`src/rtl/rr_arbiter_4to1.sv`:
```
// -----------------------------------------------------------------------------
// rr_arbiter_4to1
//   Round-robin arbiter for four level-sensitive requesters producing a
//   registered one-hot grant on d0..d3. A winner keeps the grant until it
//   signals done, drops its request, or exceeds MAX_HOLD grant cycles (forced
//   release, flagged by a one-cycle timeout pulse). Every release passes
//   through at least one all-zero IDLE cycle, so the grant lines are always
//   all-zero or one-hot and can feed the 4-to-2 encoder directly.
//
//   Optional feature macro: RR_GRANT_CNT_EN
//     When defined, adds CNT_W and the gnt_cnt output: one saturating counter
//     per requester counting IDLE->GRANT entries won by that requester.
// -----------------------------------------------------------------------------
module rr_arbiter_4to1 #(
   parameter int MAX_HOLD = 8
`ifdef RR_GRANT_CNT_EN
   ,
   parameter int CNT_W = 8
`endif
) (
   input  logic clk,
   input  logic rst,
   input  logic req0,
   input  logic req1,
   input  logic req2,
   input  logic req3,
   input  logic done,
   output logic d0,
   output logic d1,
   output logic d2,
   output logic d3,
   output logic busy,
   output logic timeout
`ifdef RR_GRANT_CNT_EN
   ,
   output logic [4*CNT_W-1:0] gnt_cnt
`endif
);

   // Hold counter only has to reach MAX_HOLD; keep at least one bit so the
   // timeout-disabled build still elaborates cleanly.
   localparam int HOLD_W = (MAX_HOLD < 1) ? 1 : $clog2(MAX_HOLD + 1);
   localparam logic [HOLD_W-1:0] HOLD_LIMIT = HOLD_W'(MAX_HOLD);
   localparam logic [HOLD_W-1:0] HOLD_MAXV  = {HOLD_W{1'b1}};

   typedef enum logic {
      IDLE  = 1'b0,
      GRANT = 1'b1
   } state_t;

   state_t              state;
   logic [1:0]          ptr;        // highest-priority requester for next arbitration
   logic [1:0]          owner;      // current grant holder (valid in GRANT)
   logic [HOLD_W-1:0]   hold;       // grant cycles elapsed, 1 in the first grant cycle
   logic [3:0]          gnt;        // registered one-hot grant
   logic [3:0]          req_vec;
   logic [2:0]          pick;       // {found, index} of the round-robin winner
   logic                owner_req;
   logic                hold_expired;
   logic                release_now;

   // First asserted request scanning ptr, ptr+1, ... (mod 4). Scanning the
   // offsets from farthest to nearest lets the nearest match overwrite.
   function automatic logic [2:0] pick_winner(input logic [3:0] r,
                                              input logic [1:0] start);
      logic [2:0] res;
      logic [1:0] idx;
      res = 3'b000;
      for (int i = 3; i >= 0; i--) begin
         idx = start + 2'(i);
         if (r[idx]) begin
            res = {1'b1, idx};
         end
      end
      return res;
   endfunction

   // Saturating increment of the hold counter; only matters when the timeout
   // is disabled and a grant can outlast the counter range.
   function automatic logic [HOLD_W-1:0] hold_inc(input logic [HOLD_W-1:0] h);
      return (h == HOLD_MAXV) ? h : h + HOLD_W'(1);
   endfunction

   assign req_vec = {req3, req2, req1, req0};

   // Winner selection and release conditions for the current cycle
   always_comb begin
      pick         = pick_winner(req_vec, ptr);
      owner_req    = req_vec[owner];
      hold_expired = (MAX_HOLD != 0) && (hold == HOLD_LIMIT);
      release_now  = done || !owner_req || hold_expired;
   end

   // Arbiter FSM: IDLE picks a winner, GRANT holds it until a release cause
   always_ff @(posedge clk) begin
      if (rst) begin
         state   <= IDLE;
         gnt     <= 4'b0000;
         busy    <= 1'b0;
         timeout <= 1'b0;
         ptr     <= 2'd0;
         owner   <= 2'd0;
         hold    <= '0;
      end else begin
         timeout <= 1'b0;
         case (state)
            IDLE: begin
               if (pick[2]) begin
                  state <= GRANT;
                  owner <= pick[1:0];
                  gnt   <= 4'b0001 << pick[1:0];
                  busy  <= 1'b1;
                  hold  <= HOLD_W'(1);
               end
            end
            GRANT: begin
               if (release_now) begin
                  state   <= IDLE;
                  gnt     <= 4'b0000;
                  busy    <= 1'b0;
                  hold    <= '0;
                  ptr     <= owner + 2'd1;
                  // Forced release is reported only when nothing else would
                  // have released the grant at this edge anyway.
                  timeout <= hold_expired && !done && owner_req;
               end else begin
                  hold <= hold_inc(hold);
               end
            end
            default: begin
               state <= IDLE;
               gnt   <= 4'b0000;
               busy  <= 1'b0;
            end
         endcase
      end
   end

   assign d0 = gnt[0];
   assign d1 = gnt[1];
   assign d2 = gnt[2];
   assign d3 = gnt[3];

`ifdef RR_GRANT_CNT_EN
   localparam logic [CNT_W-1:0] CNT_MAXV = {CNT_W{1'b1}};

   logic [CNT_W-1:0] cnt [4];

   // Saturating per-requester grant counter increment
   function automatic logic [CNT_W-1:0] cnt_inc(input logic [CNT_W-1:0] c);
      return (c == CNT_MAXV) ? c : c + CNT_W'(1);
   endfunction

   // Count IDLE->GRANT entries per winner
   always_ff @(posedge clk) begin
      if (rst) begin
         for (int i = 0; i < 4; i++) begin
            cnt[i] <= '0;
         end
      end else if (state == IDLE && pick[2]) begin
         cnt[pick[1:0]] <= cnt_inc(cnt[pick[1:0]]);
      end
   end

   for (genvar gi = 0; gi < 4; gi++) begin : g_cnt_out
      assign gnt_cnt[gi*CNT_W +: CNT_W] = cnt[gi];
   end
`else
   // Grant statistics are not built in this configuration.
`endif

endmodule

```
`config.mk`:
```
export PLATFORM = sky130hd
export DESIGN_NAME = rr_arbiter_4to1
export DESIGN_NICKNAME = d
export VERILOG_FILES = /design/src/rtl/rr_arbiter_4to1.sv
export SDC_FILE = /design/constraint.sdc
export NUM_CORES = 1
export LEC_CHECK = 0
export CAP_MARGIN = 10
export CORE_MARGIN = 3
export CORE_UTILIZATION = 47
export DETAILED_ROUTE_END_ITERATION = 10
export GPL_TIMING_DRIVEN = 0
export PLACE_DENSITY = 0.74
export SYNTH_ARGS = -nofsm -noshare
export SYNTH_HDL_FRONTEND = slang
export SYNTH_SLANG_ARGS = --single-unit
```
`constraint.sdc`:
```
create_clock -name clk -period 1.6 [get_ports clk]
set_clock_uncertainty 0.05 [all_clocks]
set_input_delay 0.32 -clock clk [delete_from_list [all_inputs] [get_ports clk]]
set_output_delay 0.32 -clock clk [all_outputs]
set_load 0.01 [all_outputs]
```
==> results.py <==
metrics = {
    "timing": {
        "drv_slew": 0,
        "clock.fmax_mhz": 626.6,
        "tightest_slew_ns": 0.4879,
        "setup_viol": 0,
        "fin_ws_ns": 0.004077,
        "period_minus_slack_ns": 1.596,
        "maxSlewHeadroom_pct": 67.20,
        "rsz0062_at_grt": "true",
        "hold_violations": 0,
        "fin_crit_sh_pct": 99.75,
    },
    "power_and_ir_drop": {
        "total_power_w": 0.0009114,
        "vdd_ir_drop_max_v": 0.0004729,
        "leakage_nw": 0.4593,
        "powerDensity_nw_per_um2": 750.9,
    },
    "route": {
        "first_pass_iters": 4,
        "totalWireLength_um": 2361,
        "wire_per_inst_um": 15.95,
        "drtAntennaViolNets": 0,
        "drtIter0Drc": 20,
        "vias": 899,
        "via_per_inst": 6.074,
        "drc_errors": 0,
    },
    "floorplan": {
        "std_cell_rows": 15,
        "die_x_um": 50.06,
        "io_pins": 13,
        "start_util_pct": 51.16,
        "dieArea_sq_um": 2506,
        "core_sq_um": 1783,
        "die_y_um": 50.06,
    },
    "worst_hold_path": {
        "holdPathEnd": "gnt[0]",
        "whs_path_depth": 2,
        "hp-start": "gnt[0]",
        "hold_path_class": "reg2reg",
    },
    "worst_setup_path": {
        "reg2regPathDepth": 5,
        "crit_required_ns": 1.74,
        "r2r-start": "owner[1]",
        "r2r_slack_ns": 0.03,
        "cp_max_fo": 8,
        "arrival_ns": 1.74,
        "setup.worst_path.end_class": "flip-flop",
        "startpoint_type": "primary input",
        "crit_type": "in2reg",
        "r2r-end": "hold[1]",
    },
    "synthesis": {
        "syn-num-nets": 112,
        "synth.largest_area_cell": "dfxtp_1",
        "syn_area_sq_um": 912.1,
        "seq_area_frac_synth_pct": 32.92,
        "synth_edf_count": 0,
        "syn-instance-count": 103,
        "synthTopCellsByArea": "dfxtp_1 (33%), a21oi_1 (4.9%), mux2i_1 (4.4%)",
        "async_flop_share_pct": 0,
        "yosysWarningCount": 0,
        "synth_top_area_share_pct": 32.92,
        "synth_area_per_cell_sq_um": 8.856,
        "yosysUniqueCellTypes": 44,
        "synth_seq_cells": 15,
        "ys.flop_type": "dfxtp_1",
    },
    "cells_and_area": {
        "syn2layout_area_growth_pct": 33.06,
        "num-nets-final": 133,
        "n_antenna_cell": 0,
        "drive_gt1_share_pct": 30.89,
    },
    "place": {
        "gp_congestion": 0.8179,
        "place_hpwl_um": 1497,
        "portBuffers": 12,
        "place_ws_ns": -0.7008,
    },
    "clock_tree": {
        "cts_buffers": 3,
        "cts_tree": "built",
        "clockBufferDepth": 2,
        "path_clk_slew_ns": 0.09,
        "cts_root_buffer": "clkbuf_4",
        "clkLatencyLatePin_ns": 0.29,
        "cts.sinks": 15,
        "cts_max_level": 1,
    },
    "global_route": {
        "antenna_found_initial": 0,
        "grt_pass1_wl_um": 3898,
        "grt_pass1_vias": 807,
        "overflow": 0,
        "grt_max_degree": 11,
        "gr-usage-all-layers_pct": 20.49,
    },
    "run": {
        "maxCapViolations": 0,
    },
    "status": {
        "outcome": "completed",
    },
}
-- layout make-up --
| class | instances | area (sq um) |
|---|---|---|
| fill | 141 | 569.3 |
| tap | 25 | 31.28 |
| inverter | 9 | 33.78 |
| multi-input combinational | 76 | 633.1 |
| buffer | 2 | 26.28 |
| clock buffer | 4 | 26.28 |
| timing repair buffer | 17 | 151.4 |
| sequential | 15 | 311.5 |
-- cell usage after synthesis, types with 2 or more instances --
master / instances
a21oi_1: 9
a31oi_1: 3
a32o_1: 2
dfxtp_1: 15
ha_1: 2
inv_1: 9
mux2i_1: 4
nand2_1: 6
nand2b_1: 2
nor2_1: 8
nor2b_1: 2
nor3_1: 5
o211ai_1: 3
o32ai_1: 2
or2b_1: 2
-- kinds of logic (layout without fill, tap and decap cells) --
group,after synthesis,count (layout),share of synthesized area [%]
and+or+nand+nor,36,36,22.22
AOI/OAI and AO/OA,31,31,27.44
DFF,15,15,32.92
buffers and inverters,12,32,6.858
muxes,6,6,6.859
adders and majority gates,2,2,2.743
xor gates and xnor gates,1,1,0.9604
-- worst max-delay path, cell delays in order --
cell and delay (ns):
dlygate4sd2_1 0.34, nor4_2 0.53, nor2_2 0.14, nor4b_1 0.20
o21a_1 0.20
-- how the worst max path moves through the flow --
stage	from	to	slack [ns]	cells past startpoint
finish	req0	owner[0]	0.004	5
global route	hold[1]	ptr[1]	-0.06	6
CTS	req1	hold[2]	0.005	5
detailed placement	req0	owner[0]	-0.70	5
global placement	req0	owner[0]	-0.67	5
floorplan	owner[1]	ptr[0]	0.02	4
-- cells in the final DEF (no fill, tap or decap), types with 2 or more instances in the layout --
cell type,Yosys,routed
or2b_1,2,2
dfxtp_1,15,10
nand2b_1,2,2
dfxtp_4,0,2
clkbuf_2,0,2
a32o_1,2,2
o211ai_1,3,3
nor3_1,5,4
o32ai_1,2,2
dlygate4sd2_1,0,2
clkbuf_4,0,3
buf_4,0,5
nor2b_1,2,2
a31oi_1,3,2
mux2i_1,4,2
nor2_1,8,7
clkdlybuf4s50_1,0,5
dfxtp_2,0,3
mux2i_4,0,2
dlymetal6s2s_1,0,2
nand2_1,6,6
inv_1,9,8
a21oi_1,9,8
-- registers in the layout (all words and copies together) (netlist names) --
register and count:
hold 4, timeout 1, busy 1, owner 2
ptr 2, state 1, gnt 4
-- per-layer routing --
layer / track usage [%] / up-vias / part of all wire (%)
li1: - / 424 / -
met1: 26.37 / 433 / 42
met2: 30.43 / 33 / 50
met3: 4.834 / 9 / 5.3
met4: 12.44 / 0 / 3.3
met5: 0 / - / 0
-- where the power goes --
part           leakage [nW]  switching [W]  internal (W)
combinational         0.319       0.000129      0.000127
sequential            0.125      0.0000314      0.000402
clock                0.0150       0.000125     0.0000971
-- timing repair --
item / 4_1_cts / 5_1_grt
setup buffers: 3 / 2
pin swaps: 3 / 7
hold buffers: 0 / 0
resized for setup: 17 / 20
endpoints found under the setup margin: 13 / 12
gates cloned: 0 / 0
-- metrics by stage --
| step | TNS, ns | hold slack (ns) | cells | instance area (sq um) | utilization [%] |
|---|---|---|---|---|---|
| 6_report | 0 | 0.4080 | 148 | 1214 | 68.07 |
| 2_1_floorplan | 0 | 0.4255 | 103 | 912.1 | - |
| 4_1_cts | 0 | 0.4167 | 146 | 1152 | 64.63 |
| 5_1_grt | -0.2896 | 0.4304 | 148 | 1214 | 68.07 |
| 3_3_place_gp | -7.433 | 0.3956 | 140 | 1064 | 59.65 |
| 3_5_place_dp | -7.857 | 0.4001 | 140 | 1064 | 59.65 |
Note: power is estimated with default switching activity, not from simulation.
